File: src/rtl/snn_pkg.sv
// Shared constants and state encoding for the spiking-classifier output path.
package snn_pkg;

    // Default geometry of the output layer and its presentation window.
    localparam int N_OUT  = 10;
    localparam int WINDOW = 672;   // two 336-cycle half-windows
    localparam int CNT_W  = 10;
    localparam int ID_W   = 4;

    // Class id reported when no neuron fired during the window.
    localparam int CLASS_NONE = 0;

    // Decoder FSM encoding, kept as plain constants for legacy tools.
    typedef logic [1:0] state_t;
    localparam state_t ST_IDLE  = 2'd0;
    localparam state_t ST_COUNT = 2'd1;
    localparam state_t ST_SCAN  = 2'd2;
    localparam state_t ST_HOLD  = 2'd3;

endpackage

File: src/rtl/spike_count_bank.sv
// Bank of saturating per-neuron spike counters with a shared clear,
// a common count enable and one combinational indexed read port.
module spike_count_bank #(
    parameter int N_OUT = 10,
    parameter int CNT_W = 10,
    parameter int IDX_W = 4
) (
    input  logic             clk,
    input  logic             rst,
    input  logic             clear,
    input  logic             en,
    input  logic [N_OUT-1:0] spike,
    input  logic [IDX_W-1:0] rd_idx,
    output logic [CNT_W-1:0] rd_data
);

    logic [CNT_W-1:0] cnt [N_OUT];

    // Accumulate spikes per neuron, holding at the maximum count.
    // NOTE: counters are reset explicitly; a stale count would otherwise leak into the first result after reset.
    always_ff @(posedge clk) begin
        if (rst || clear) begin
            for (int i = 0; i < N_OUT; i++) cnt[i] <= '0;
        end else if (en) begin
            // NOTE: sequential state uses <= so every counter samples the same pre-edge values.
            for (int i = 0; i < N_OUT; i++) begin
                if (spike[i] && (cnt[i] != {CNT_W{1'b1}})) cnt[i] <= cnt[i] + CNT_W'(1);
            end
        end
    end

    // Indexed read used by the sequential argmax; out-of-range reads return 0.
    always_comb begin
        // NOTE: default first so the mux never infers a latch for unmatched indices.
        rd_data = '0;
        for (int i = 0; i < N_OUT; i++) begin
            if (rd_idx == IDX_W'(i)) rd_data = cnt[i];
        end
    end

endmodule

File: src/rtl/spike_class_decoder.sv
// Counts output-neuron spikes over one presentation window, then scans the
// counters one per cycle to find the winning class (1..N_OUT, 0 = silent)
// and presents it on a valid/ready result port.
module spike_class_decoder
    import snn_pkg::*;
#(
    parameter int N_OUT  = snn_pkg::N_OUT,
    parameter int WINDOW = snn_pkg::WINDOW,
    parameter int CNT_W  = snn_pkg::CNT_W,
    parameter int ID_W   = snn_pkg::ID_W
) (
    input  logic             clk,
    input  logic             rst,
    input  logic [N_OUT-1:0] spike,
    input  logic             learn,
    input  logic             start,
    output logic             busy,
    output logic             res_valid,
    input  logic             res_ready,
    output logic [ID_W-1:0]  res_class,
    output logic [CNT_W-1:0] res_count,
    output logic             res_tie,
    output logic             res_learn
);

    localparam int WCNT_W = $clog2(WINDOW);

    // Class ids 1..N_OUT plus the "none" code must fit in ID_W bits.
    if (N_OUT > (2 ** ID_W) - 1) begin : g_id_width_check
        $error("spike_class_decoder: N_OUT does not fit in ID_W bits");
    end

    state_t            state;
    logic [WCNT_W-1:0] wcnt;
    logic              learn_q;
    logic [ID_W-1:0]   scan_idx;
    logic [CNT_W-1:0]  best_cnt;
    logic [ID_W-1:0]   best_cls;
    logic              best_tie;

    logic [CNT_W-1:0]  rd_cnt;
    logic [CNT_W-1:0]  nb_cnt;
    logic [ID_W-1:0]   nb_cls;
    logic              nb_tie;
    logic              start_acc;
    logic              bank_clear;
    logic              bank_en;

    // A start is honoured in IDLE, COUNT, and in HOLD only alongside the handshake.
    assign start_acc  = start && ((state == ST_IDLE) || (state == ST_COUNT) ||
                                  ((state == ST_HOLD) && res_ready));
    assign bank_clear = (state == ST_IDLE) || start_acc;
    assign bank_en    = (state == ST_COUNT) && !start;
    assign busy       = (state == ST_COUNT) || (state == ST_SCAN);

    spike_count_bank #(
        .N_OUT (N_OUT),
        .CNT_W (CNT_W),
        .IDX_W (ID_W)
    ) u_bank (
        .clk     (clk),
        .rst     (rst),
        .clear   (bank_clear),
        .en      (bank_en),
        .spike   (spike),
        .rd_idx  (scan_idx),
        .rd_data (rd_cnt)
    );

    // One argmax step: strictly greater replaces the best, so the lowest index wins ties.
    always_comb begin
        nb_cnt = best_cnt;
        nb_cls = best_cls;
        nb_tie = best_tie;
        if (rd_cnt > best_cnt) begin
            nb_cnt = rd_cnt;
            nb_cls = scan_idx + ID_W'(1);
            nb_tie = 1'b0;
        end else if ((rd_cnt == best_cnt) && (best_cnt != '0)) begin
            nb_tie = 1'b1;
        end
    end

    // Window sequencing, argmax scan and registered result port.
    always_ff @(posedge clk) begin
        if (rst) begin
            state     <= ST_IDLE;
            wcnt      <= '0;
            learn_q   <= 1'b0;
            scan_idx  <= '0;
            best_cnt  <= '0;
            best_cls  <= ID_W'(CLASS_NONE);
            best_tie  <= 1'b0;
            res_valid <= 1'b0;
            res_class <= ID_W'(CLASS_NONE);
            res_count <= '0;
            res_tie   <= 1'b0;
            res_learn <= 1'b0;
        end else begin
            case (state)
                ST_IDLE: begin
                    wcnt    <= '0;
                    learn_q <= 1'b0;
                    if (start) state <= ST_COUNT;
                end
                ST_COUNT: begin
                    if (start) begin
                        wcnt    <= '0;
                        learn_q <= 1'b0;
                    end else begin
                        learn_q <= learn_q | learn;
                        if (wcnt == WCNT_W'(WINDOW - 1)) begin
                            state    <= ST_SCAN;
                            scan_idx <= '0;
                            best_cnt <= '0;
                            best_cls <= ID_W'(CLASS_NONE);
                            best_tie <= 1'b0;
                        end else begin
                            wcnt <= wcnt + WCNT_W'(1);
                        end
                    end
                end
                ST_SCAN: begin
                    best_cnt <= nb_cnt;
                    best_cls <= nb_cls;
                    best_tie <= nb_tie;
                    if (scan_idx == ID_W'(N_OUT - 1)) begin
                        state     <= ST_HOLD;
                        res_valid <= 1'b1;
                        res_class <= nb_cls;
                        res_count <= nb_cnt;
                        res_tie   <= nb_tie;
                        res_learn <= learn_q;
                    end else begin
                        scan_idx <= scan_idx + ID_W'(1);
                    end
                end
                ST_HOLD: begin
                    if (res_ready) begin
                        res_valid <= 1'b0;
                        if (start) begin
                            state   <= ST_COUNT;
                            wcnt    <= '0;
                            learn_q <= 1'b0;
                        end else begin
                            state <= ST_IDLE;
                        end
                    end
                end
                default: state <= ST_IDLE;
            endcase
        end
    end

endmodule

File: config.mk
export PLATFORM = sky130hd
export DESIGN_NAME = spike_class_decoder
export DESIGN_NICKNAME = d
export VERILOG_FILES = /design/src/rtl/snn_pkg.sv /design/src/rtl/spike_count_bank.sv /design/src/rtl/spike_class_decoder.sv
export SDC_FILE = /design/constraint.sdc
export NUM_CORES = 1
export LEC_CHECK = 0
export CAP_MARGIN = 20
export CORE_UTILIZATION = 30
export CTS_BUF_LIST = sky130_fd_sc_hd__clkbuf_4 sky130_fd_sc_hd__clkbuf_8
export DETAILED_ROUTE_END_ITERATION = 16
export SYNTH_ARGS = -nofsm -noshare
export SYNTH_HDL_FRONTEND = slang
export SYNTH_SLANG_ARGS = --single-unit
File: constraint.sdc
create_clock -name clk -period 4.4 [get_ports clk]
set_clock_uncertainty 0.1 [all_clocks]
set_input_delay 0.66 -clock clk [delete_from_list [all_inputs] [get_ports clk]]
set_output_delay 0.66 -clock clk [all_outputs]
set_load 0.1 [all_outputs]
==> flow_metrics.env, run 1 <==
export IMPL_clockPowerShare_pct=18.9
export IMPL_reg2regPathDepth=14
export IMPL_cts_hold_repair_buffers=0
export IMPL_synth_simple_gate_area_share_pct=22.0
export IMPL_maxCapViolCount=0
export IMPL_worst_ir_drop_on_vdd_mv=0.490
export IMPL_seq_power_share_pct=43.3
export IMPL_yosys_cell_types_count=59
export IMPL_flow_area_growth_from_synthesis_pct=12.6
export IMPL_final_max_slew_viol_count=0
export IMPL_critical_path_peak_fanout=25
export IMPL_p_comb_share_pct=37.9
export IMPL_power_switching_w=0.00234
export IMPL_power_leakage_nw=3.37
export IMPL_timing_critical_path_to_type="flop"
export IMPL_fin_total_pwr_w=0.00548
export IMPL_die_width_um=174
export IMPL_layout_nets=1033
export IMPL_power_density_nw_per_um2=550
export IMPL_rsz0062_at_grt="no"
export IMPL_layout_cells_non_filler=1387
export IMPL_worst_reg2reg_path_startpoint="scan_idx[1]"
export IMPL_cts_root_buf="sky130_fd_sc_hd__clkbuf_8"
export IMPL_grt_antenna_before_repair=0
export IMPL_core_footprint_sq_um=28900
export IMPL_io_pins=33
export IMPL_setup_slack_ns=0.426
export IMPL_post_dp_cell_area_sq_um=9580
export IMPL_placement_setup_worst_slack_ns=0.170
export IMPL_synthesis_instances=976
export IMPL_post_cts_setup_buffers=0
export IMPL_grt_pass1_vias=6965
export IMPL_yosys_warnings=0
export IMPL_hold_worst_slack_ns=0.360
export IMPL_cts_sink_count=149
export IMPL_grt_first_pass_wirelength_um=36300
export IMPL_routed_wl_um=22400
export IMPL_path_class="reg -> reg"
export IMPL_clock_insertion_delay_worst_skew_ns=0.46
export IMPL_setup_worst_path_start="scan_idx[1]"
export IMPL_ys_ff_latch=149
export IMPL_synth_yosys_seq_area_share_pct=45.0
export IMPL_main_combinational_cell_family_by_area_after_synthesis="simple AND/OR/NAND/NOR gates"
export IMPL_worst_endpoint_required_ns=4.65
export IMPL_ys_flop_type="sky130_fd_sc_hd__edfxtp_1"
export IMPL_critPathLaunchType="flop"
export IMPL_drt_vias_per_instance=5.19
export IMPL_synth_area_mux_share_pct=0.226
export IMPL_vias=7201
export IMPL_synth_adder_area_share_pct=4.10
export IMPL_run_status="finished, final reports clean"
export IMPL_max_slew_margin_pct=35.0
export IMPL_layout_cells_most_common="sky130_fd_sc_hd__nor2_1"
export IMPL_final_design_area_no_fill_sq_um=9980
export IMPL_track_usage_pct=15.0
export IMPL_synth_nets=1020
export IMPL_route_antenna_remaining_nets=0
export IMPL_grt_remaining_overflow=0
export IMPL_final_cycle_share_pct=90.3
export IMPL_timing_final_setup_violations=0
export IMPL_asyncSetResetFlopFracSynth_pct=0
export IMPL_grt_max_degree=34
export IMPL_worstSetupEndpoint="best_cnt[5]"
export IMPL_cts_buffers_inserted=17
export IMPL_tritoncts="yes"
export IMPL_synth_compound_gate_area_share_pct=15.0
export IMPL_crit_reg_reg_endpoint="best_cnt[5]"
export IMPL_worst_slew_pin_slew_ns=0.973
export IMPL_route_detailed_drc=0
export IMPL_synth_edf_count=100
export IMPL_first_iter_violations=600
export IMPL_placement_rows=62
export IMPL_dieArea_sq_um=30200
export IMPL_cellInternalPower_w=0.00314
export IMPL_dp_cells=1354
export IMPL_drive_gt1_share_pct=6.19
export IMPL_placement_io_buffers=32
export IMPL_power_switching_share_pct=42.6
export IMPL_weighted_congestion_reported_at_the_end_of_routability_driven_placement=0.871
export IMPL_worstHoldPathType="reg -> reg"
export IMPL_regToRegSetupSlack_ns=0.43
export IMPL_firstDrtPassIters=5
export IMPL_final_hold_viol_count=0
export IMPL_timing_fmax_mhz=252
export IMPL_most_common_layout_cells="sky130_fd_sc_hd__nor2_1 (151), sky130_fd_sc_hd__edfxtp_1 (100), sky130_fd_sc_hd__a21oi_1 (68)"
export IMPL_synth_area_sq_um=8860
export IMPL_die_boundary_height_um=174
export IMPL_cts_htree_levels=4
export IMPL_cts_buffer_depth=2
export IMPL_cp_arrival_ns=4.22
export IMPL_start_util_pct=30.7
export IMPL_routed_wire_length_per_instance_um=16.1
export IMPL_clk_transition_reported_paths_ns=0.08
export IMPL_synth_xor_area_share_pct=8.90
export IMPL_timing_final_crit_period_ns=3.97
export IMPL_place_detailed_hpwl_um=16200
export IMPL_mean_cell_area_of_the_mapped_netlist_sq_um=9.08
## Yosys cell counts, drive strengths merged (4+ instances only)
master	count	area (sq um)
nor2	151	567
edfxtp	100	3000
a21oi	68	340
nand2	59	221
nand3	54	270
inv	51	191
xnor2	50	438
dfxtp	49	981
clkbuf	47	176
xor2	40	350
o21ai	36	180
ha	29	363
and3	21	131
nand3b	18	135
nand4	16	100
a31oi	15	93.8
o22ai	15	93.8
a22o	14	123
nor2b	12	75.1
a221oi	11	96.3
nor3	11	55.1
or2	10	62.6
buf	9	52.5
nor3b	9	67.6
a211oi	8	60.1
a31o	8	70.1
and4	8	70.1
nor4	8	56.3
and2	6	40.0
nand2b	6	45.0
a211o	4	35.0
a2bb2oi	4	35.0
## cell families after synthesis
family,after synthesis
flip-flops,149
buffers and inverters,108
AO/OA/AOI/OAI,202
XOR/XNOR,90
adder cells (fa/ha/maj),29
AND/OR/NAND/NOR,396
multiplexers,2
## critical path: stages (launching register included)
cell                        delay, ns
sky130_fd_sc_hd__dfxtp_1         0.36
sky130_fd_sc_hd__inv_1           0.10
sky130_fd_sc_hd__ha_2            0.43
sky130_fd_sc_hd__a21oi_1         0.13
sky130_fd_sc_hd__a221oi_1        0.38
sky130_fd_sc_hd__o22ai_1         0.14
sky130_fd_sc_hd__o31ai_1         0.43
sky130_fd_sc_hd__nand2_1         0.11
sky130_fd_sc_hd__ha_1            0.18
sky130_fd_sc_hd__nand2b_1        0.17
sky130_fd_sc_hd__a211oi_2        0.36
sky130_fd_sc_hd__a2111oi_4       0.08
sky130_fd_sc_hd__buf_4           0.23
sky130_fd_sc_hd__o311a_4         0.41
sky130_fd_sc_hd__a22o_1          0.26
## flip-flops by register name, summed over array words and instances (netlist names)
| name | flops |
|---|---|
| u_bank.cnt | 100 |
| best_cnt | 10 |
| res_count | 10 |
| wcnt | 10 |
| best_cls | 4 |
| res_class | 4 |
| scan_idx | 4 |
| state | 2 |
| best_tie | 1 |
| learn_q | 1 |
| res_learn | 1 |
| res_tie | 1 |
| res_valid | 1 |
## per-stage QoR
step	utilization, %	TNS, ns
2_1_floorplan	-	0
3_3_place_gp	33.2	-0.00296
3_5_place_dp	33.2	0
4_1_cts	34.5	0
5_1_grt	34.6	0
6_report	34.6	0
## routing by layer
layer	vias to the layer above	wire length, um	GRT usage [%]
met2	147	10400	24.1
li1	3529	-	-
met1	3497	10900	20.5
met3	28	787	2.96
met5	-	0	0
met4	0	297	3.87
## area by class of cell
| class | instances | area (sq um) |
|---|---|---|
| multi-input combinational | 719 | 4480 |
| timing repair buffer | 50 | 455 |
| tap | 384 | 480 |
| antenna | 1 | 2.50 |
| clock buffer | 23 | 298 |
| fill | 2970 | 18900 |
| inverter | 52 | 195 |
| clock inverter | 9 | 77.6 |
| sequential | 149 | 3980 |
## power by group through the flow
| stage | Clock [W] | Sequential (W) | Combinational, W |
|---|---|---|---|
| 3_3_place_gp | 0 | 0.00239 | 0.00202 |
| 3_5_place_dp | 0 | 0.00240 | 0.00203 |
| 2_1_floorplan | 0 | 0.00222 | 0.00151 |
| 6_report | 0.00103 | 0.00237 | 0.00208 |
| 5_1_grt | 0.00111 | 0.00242 | 0.00230 |
| 4_1_cts | 0.00105 | 0.00237 | 0.00204 |
## how the worst min path moves through the flow
stage	start	endpoint	depth (start not counted)	slack [ns]
after floorplan	learn_q	res_learn	2	0.33
after global placement	learn_q	res_learn	2	0.35
after detailed placement	res_learn	res_learn	2	0.36
after CTS	res_learn	res_learn	2	0.37
after global routing	res_learn	res_learn	2	0.40
final	res_learn	res_learn	2	0.36
## timing repair
item,CTS,global route
endpoints found under the hold margin,0,0
gates resized for setup,0,4
endpoints found under the setup margin,0,20
No activity file was read; power rests on OpenSTA's default activity.
==> inputs of run 2 (changes only) <==
--- a/config.mk
+++ b/config.mk
@@ -9,6 +9,7 @@
 export CORE_UTILIZATION = 30
 export CTS_BUF_LIST = sky130_fd_sc_hd__clkbuf_4 sky130_fd_sc_hd__clkbuf_8
 export DETAILED_ROUTE_END_ITERATION = 16
+export DONT_BUFFER_PORTS = 1
 export SYNTH_ARGS = -nofsm -noshare
 export SYNTH_HDL_FRONTEND = slang
 export SYNTH_SLANG_ARGS = --single-unit
==> flow_metrics.env, run 2 (same netlist as run 1, synthesis figures left out) <==
export IMPL_rsz0062_at_grt="no"
export IMPL_run_status="finished, final reports clean"
export IMPL_timing_fmax_mhz=248
export IMPL_firstDrtPassIters=7
export IMPL_worst_ir_drop_on_vdd_mv=0.407
export IMPL_clock_insertion_delay_worst_skew_ns=0.46
export IMPL_cts_hold_repair_buffers=0
export IMPL_worst_endpoint_required_ns=4.70
export IMPL_worst_hold_path_startpoint="rst"
export IMPL_tritoncts="yes"
export IMPL_grt_first_pass_wirelength_um=35900
export IMPL_cts_htree_levels=4
export IMPL_clk_transition_reported_paths_ns=0.09
export IMPL_cp_arrival_ns=4.34
export IMPL_die_width_um=174
export IMPL_route_detailed_drc=0
export IMPL_maxCapViolCount=0
export IMPL_grt_pass1_vias=6606
export IMPL_io_pins=33
export IMPL_hold_worst_slack_ns=0.162
export IMPL_cts_buffer_depth=2
export IMPL_timing_final_setup_violations=0
export IMPL_critical_path_peak_fanout=21
export IMPL_flow_area_growth_from_synthesis_pct=9.66
export IMPL_dp_cells=1323
export IMPL_cts_sink_count=149
export IMPL_registers_top_by_ff_count="u_bank.cnt"
export IMPL_worst_slew_pin_slew_ns=1.03
export IMPL_routed_wl_um=22200
export IMPL_dieArea_sq_um=30200
export IMPL_layout_cells_most_common="sky130_fd_sc_hd__nor2_1"
export IMPL_place_detailed_hpwl_um=16300
export IMPL_layout_nets=1002
export IMPL_worstHoldPathType="in -> reg"
export IMPL_critPathLaunchType="flop"
export IMPL_drive_gt1_share_pct=6.49
export IMPL_start_util_pct=30.7
export IMPL_n_antenna_cell=0
export IMPL_placement_rows=62
export IMPL_post_cts_setup_buffers=0
export IMPL_cell_with_the_largest_stage_delay_on_the_worst_path="sky130_fd_sc_hd__ha_2"
export IMPL_timing_final_crit_period_ns=4.04
export IMPL_final_max_slew_viol_count=0
export IMPL_routed_wire_length_per_instance_um=16.4
export IMPL_path_buf_inv=2
export IMPL_cp_slowest_stage_delay_ns=0.51
export IMPL_final_cycle_share_pct=91.7
export IMPL_core_footprint_sq_um=28900
export IMPL_drt_vias_per_instance=5.24
export IMPL_grt_remaining_overflow=0
export IMPL_final_hold_viol_count=0
export IMPL_max_slew_margin_pct=31.5
export IMPL_critical_path_top_delay_family="compound AO/OA/AOI/OAI gates"
export IMPL_setup_worst_path_start="scan_idx[0]"
export IMPL_first_iter_violations=566
export IMPL_most_common_layout_cells="sky130_fd_sc_hd__nor2_1 (151), sky130_fd_sc_hd__edfxtp_1 (100), sky130_fd_sc_hd__a21oi_1 (68)"
export IMPL_largest_reg_flops=100
export IMPL_weighted_congestion_reported_at_the_end_of_routability_driven_placement=0.881
export IMPL_crit_chain="ha_2 -> buf_4 -> nor2b_1 -> a221oi_1 -> a211o_1 -> a21oi_1 -> ha_1 -> a211oi_1 -> nor2_1 -> a2111oi_4 -> buf_4 -> o311a_4 -> a22o_1"
export IMPL_die_boundary_height_um=174
export IMPL_path_class="reg -> reg"
export IMPL_critPathMostFrequentCell="sky130_fd_sc_hd__buf_4"
export IMPL_route_antenna_remaining_nets=0
export IMPL_layout_cells_non_filler=1355
export IMPL_cts_buffers_inserted=17
export IMPL_power_leakage_nw=3.29
export IMPL_vias=7105
export IMPL_timing_critical_path_to_type="flop"
export IMPL_worst_reg2reg_path_startpoint="scan_idx[0]"
export IMPL_track_usage_pct=15.0
export IMPL_power_density_nw_per_um2=571
export IMPL_placement_io_buffers=0
export IMPL_grt_antenna_before_repair=0
export IMPL_grt_max_degree=34
export IMPL_cts_root_buf="sky130_fd_sc_hd__clkbuf_8"
==> run 2: changes by cell type in the layout (fill, tap and decap cells not counted) <==
cell                              change
sky130_fd_sc_hd__clkdlybuf4s50_1     -32
sky130_fd_sc_hd__clkbuf_4             -3
sky130_fd_sc_hd__bufinv_16            +2
sky130_fd_sc_hd__inv_4                +2
sky130_fd_sc_hd__buf_12               +1
sky130_fd_sc_hd__clkbuf_8             -1
sky130_fd_sc_hd__clkinvlp_4           -1
sky130_fd_sc_hd__diode_2              -1
sky130_fd_sc_hd__ha_1                 +1
sky130_fd_sc_hd__ha_2                 -1
sky130_fd_sc_hd__inv_6                +1
sky130_fd_sc_hd__o32ai_1              -1
sky130_fd_sc_hd__o32ai_2              +1
==> run 2: area by class of cell <==
type,instances,area [sq um]
Clock inverter,13,151
Tap cell,384,480
Multi-Input combinational cell,719,4490
Timing Repair Buffer,19,155
Sequential cell,149,3980
Clock buffer,19,262
Inverter,52,195
Fill cell,2948,19100
==> run 2: through the flow <==
step | worst slack, ns | setup TNS (ns) | instance area [sq um] | power, W | util (%)
after floorplan | 0.723 | 0 | 8860 | 0.00373 | -
after global placement | -0.0914 | -0.737 | 9270 | 0.00437 | 32.1
after detailed placement | 0.197 | 0 | 9280 | 0.00439 | 32.2
after CTS | 0.169 | 0 | 9690 | 0.00553 | 33.6
after global routing | 0.120 | 0 | 9720 | 0.00589 | 33.7
final | 0.364 | 0 | 9720 | 0.00554 | 33.7
==> run 2: final timing paths <==
path	endpoint	slack, ns	cells past startpoint
max	best_cnt[6]	0.36	13
min	wcnt[0]	0.16	1
max reg2reg	best_cnt[6]	0.36	13
min reg2reg	res_learn	0.36	2
==> run 2: repair_timing <==
item	4_1_cts	5_1_grt
endpoints found under the hold margin	0	0
endpoints found under the setup margin	0	15
resized for setup	0	4
==> run 2: where the power goes <==
group / switching, W / internal [W]
Combinational: 0.00133 / 0.000704
Clock: 0.000544 / 0.000589
Sequential: 0.000461 / 0.00192
Total: 0.00233 / 0.00321
==> run 2: per-layer routing <==
layer	share of wire, %	routed length, um	track usage (%)	up-vias
li1	-	-	-	3460
met1	47	10500	20.4	3475
met2	47	10500	23.9	150
met3	4.5	1010	3.36	20
met4	0.98	218	3.76	0
met5	0	0	0	-
==> run 2: worst register-to-register path, stage by stage, from the launching register on <==
cell and delay, ns:
sky130_fd_sc_hd__dfxtp_1 0.47, sky130_fd_sc_hd__ha_2 0.51, sky130_fd_sc_hd__buf_4 0.24, sky130_fd_sc_hd__nor2b_1 0.05, sky130_fd_sc_hd__a221oi_1 0.37, sky130_fd_sc_hd__a211o_1 0.22
sky130_fd_sc_hd__a21oi_1 0.12, sky130_fd_sc_hd__ha_1 0.32, sky130_fd_sc_hd__a211oi_1 0.24, sky130_fd_sc_hd__nor2_1 0.13, sky130_fd_sc_hd__a2111oi_4 0.42, sky130_fd_sc_hd__buf_4 0.31
sky130_fd_sc_hd__o311a_4 0.31, sky130_fd_sc_hd__a22o_1 0.17
==> inputs of run 3 (changes only) <==
--- a/config.mk
+++ b/config.mk
@@ -6,7 +6,7 @@
 export NUM_CORES = 1
 export LEC_CHECK = 0
 export CAP_MARGIN = 20
-export CORE_UTILIZATION = 30
+export CORE_UTILIZATION = 48
 export CTS_BUF_LIST = sky130_fd_sc_hd__clkbuf_4 sky130_fd_sc_hd__clkbuf_8
 export DETAILED_ROUTE_END_ITERATION = 16
 export DONT_BUFFER_PORTS = 1
==> flow_metrics.env, run 3 (same netlist as run 1, synthesis figures left out) <==
export IMPL_worst_endpoint_required_ns=4.65
export IMPL_cts_root_buf="sky130_fd_sc_hd__clkbuf_8"
export IMPL_place_detailed_hpwl_um=15500
export IMPL_path_class="reg -> reg"
export IMPL_final_hold_viol_count=0
export IMPL_dieArea_sq_um=19000
export IMPL_seq_power_share_pct=43.7
export IMPL_setup_slack_ns=0.381
export IMPL_placement_setup_worst_slack_ns=0.224
export IMPL_maxCapViolCount=0
export IMPL_cts_htree_levels=4
export IMPL_timing_final_crit_period_ns=4.02
export IMPL_grt_remaining_overflow=0
export IMPL_cts_buffer_depth=2
export IMPL_grt_first_pass_wirelength_um=33700
export IMPL_routed_wl_um=21500
export IMPL_first_iter_violations=608
export IMPL_final_design_area_no_fill_sq_um=9450
export IMPL_vias=6932
export IMPL_core_footprint_sq_um=18000
export IMPL_grt_pass1_vias=6340
export IMPL_route_detailed_drc=0
export IMPL_cp_slowest_stage_delay_ns=0.48
export IMPL_timing_final_setup_violations=0
export IMPL_max_slew_margin_pct=31.6
export IMPL_start_util_pct=49.2
export IMPL_flow_area_growth_from_synthesis_pct=6.64
export IMPL_grt_antenna_before_repair=0
export IMPL_power_density_nw_per_um2=576
export IMPL_layout_nets=1000
export IMPL_p_comb_share_pct=37.1
export IMPL_final_max_slew_viol_count=0
export IMPL_cell_with_the_largest_stage_delay_on_the_worst_path="sky130_fd_sc_hd__a211oi_1"
export IMPL_clk_transition_reported_paths_ns=0.09
export IMPL_clock_insertion_delay_worst_skew_ns=0.46
export IMPL_drt_vias_per_instance=5.79
export IMPL_drive_gt1_share_pct=6.09
export IMPL_cts_sink_count=149
export IMPL_power_switching_share_pct=42.7
export IMPL_critical_path_peak_fanout=23
export IMPL_tritoncts="yes"
export IMPL_path_buf_inv=2
export IMPL_grt_max_degree=34
export IMPL_final_cycle_share_pct=91.3
export IMPL_largest_reg_flops=100
export IMPL_most_common_layout_cells="sky130_fd_sc_hd__nor2_1 (151), sky130_fd_sc_hd__edfxtp_1 (100), sky130_fd_sc_hd__a21oi_1 (68)"
export IMPL_weighted_congestion_reported_at_the_end_of_routability_driven_placement=0.862
export IMPL_rsz0062_at_grt="no"
export IMPL_placement_rows=49
export IMPL_cts_buffers_inserted=17
export IMPL_worstHoldPathType="in -> reg"
export IMPL_crit_chain="ha_2 -> buf_4 -> nor2_1 -> nor2_1 -> a21oi_1 -> a21oi_1 -> ha_1 -> nand4_1 -> a211oi_1 -> a2111oi_4 -> buf_4 -> o311a_4 -> a22o_1"
export IMPL_die_width_um=138
export IMPL_post_dp_cell_area_sq_um=9060
export IMPL_routed_wire_length_per_instance_um=18.0
export IMPL_critPathLaunchType="flop"
export IMPL_critical_path_top_delay_family="compound AO/OA/AOI/OAI gates"
export IMPL_registers_top_by_ff_count="u_bank.cnt"
export IMPL_power_switching_w=0.00232
export IMPL_timing_fmax_mhz=249
export IMPL_placement_io_buffers=0
export IMPL_track_usage_pct=23.4
export IMPL_power_leakage_nw=3.25
export IMPL_cellInternalPower_w=0.00312
export IMPL_dp_cells=1166
export IMPL_firstDrtPassIters=7
export IMPL_run_status="finished, final reports clean"
export IMPL_worst_ir_drop_on_vdd_mv=0.524
export IMPL_layout_cells_most_common="sky130_fd_sc_hd__nor2_1"
export IMPL_cp_arrival_ns=4.27
export IMPL_clockPowerShare_pct=19.2
export IMPL_timing_critical_path_to_type="flop"
export IMPL_cts_hold_repair_buffers=0
export IMPL_route_antenna_remaining_nets=0
export IMPL_n_antenna_cell=0
export IMPL_worst_slew_pin_slew_ns=1.02
export IMPL_layout_cells_non_filler=1198
export IMPL_tns_ns=0
export IMPL_io_pins=33
export IMPL_die_boundary_height_um=138
## run 3: worst paths after layout
path                 end  depth (start not counted)   startpoint  slack [ns]
min reg2reg    res_learn                          2      learn_q        0.37
max reg2reg  best_cls[3]                         13  scan_idx[0]        0.38
max          best_cls[3]                         13  scan_idx[0]        0.38
min             state[0]                          1          rst        0.16
## run 3: power by group through the flow
stage | logic, W | clock network (W) | registers [W]
final | 0.00202 | 0.00104 | 0.00238
after floorplan | 0.00151 | 0 | 0.00222
after global routing | 0.00221 | 0.00112 | 0.00243
after detailed placement | 0.00198 | 0 | 0.00240
after CTS | 0.00200 | 0.00107 | 0.00237
after global placement | 0.00198 | 0 | 0.00240
## run 3: worst reg2reg max path: stages (launching register included)
cell and delay [ns]:
sky130_fd_sc_hd__dfxtp_1 0.47, sky130_fd_sc_hd__ha_2 0.44, sky130_fd_sc_hd__buf_4 0.32, sky130_fd_sc_hd__nor2_1 0.08, sky130_fd_sc_hd__nor2_1 0.36, sky130_fd_sc_hd__a21oi_1 0.09, sky130_fd_sc_hd__a21oi_1 0.23, sky130_fd_sc_hd__ha_1 0.19
sky130_fd_sc_hd__nand4_1 0.18, sky130_fd_sc_hd__a211oi_1 0.48, sky130_fd_sc_hd__a2111oi_4 0.09, sky130_fd_sc_hd__buf_4 0.23, sky130_fd_sc_hd__o311a_4 0.41, sky130_fd_sc_hd__a22o_1 0.25
## run 3: final cells by class
cell class | count | area, sq um
inverters | 52 | 195
multi-input cells | 719 | 4480
clock buffers | 23 | 304
fillers | 1702 | 8580
repair buffers | 17 | 128
flip-flops and latches | 149 | 3980
clock inverters | 9 | 75.1
well taps | 229 | 287
## run 3: repair_timing
item                                    in CTS  in global routing
buffers inserted                             0                  0
endpoints found under the setup margin       0                 21
resized for setup                            0                  2
hold endpoints to repair                     0                  0
## run 3: per-stage QoR
| step | hold slack (ns) | power (W) | util, % |
|---|---|---|---|
| 6_report | 0.163 | 0.00544 | 52.4 |
| 5_1_grt | 0.139 | 0.00576 | 52.4 |
| 4_1_cts | 0.133 | 0.00544 | 52.4 |
| 3_5_place_dp | 0.353 | 0.00438 | 50.2 |
| 3_3_place_gp | 0.343 | 0.00437 | 50.2 |
| 2_1_floorplan | 0.332 | 0.00373 | - |
## run 3: routing by layer
layer,global-route usage [%],vias up,part of all wire (%),wire (um)
met4,8.15,0,1.6,342
met3,5.04,26,5.8,1250
met1,32.6,3288,47,10200
met2,35.6,156,45,9760
met5,0,-,0,0
li1,-,3462,-,-
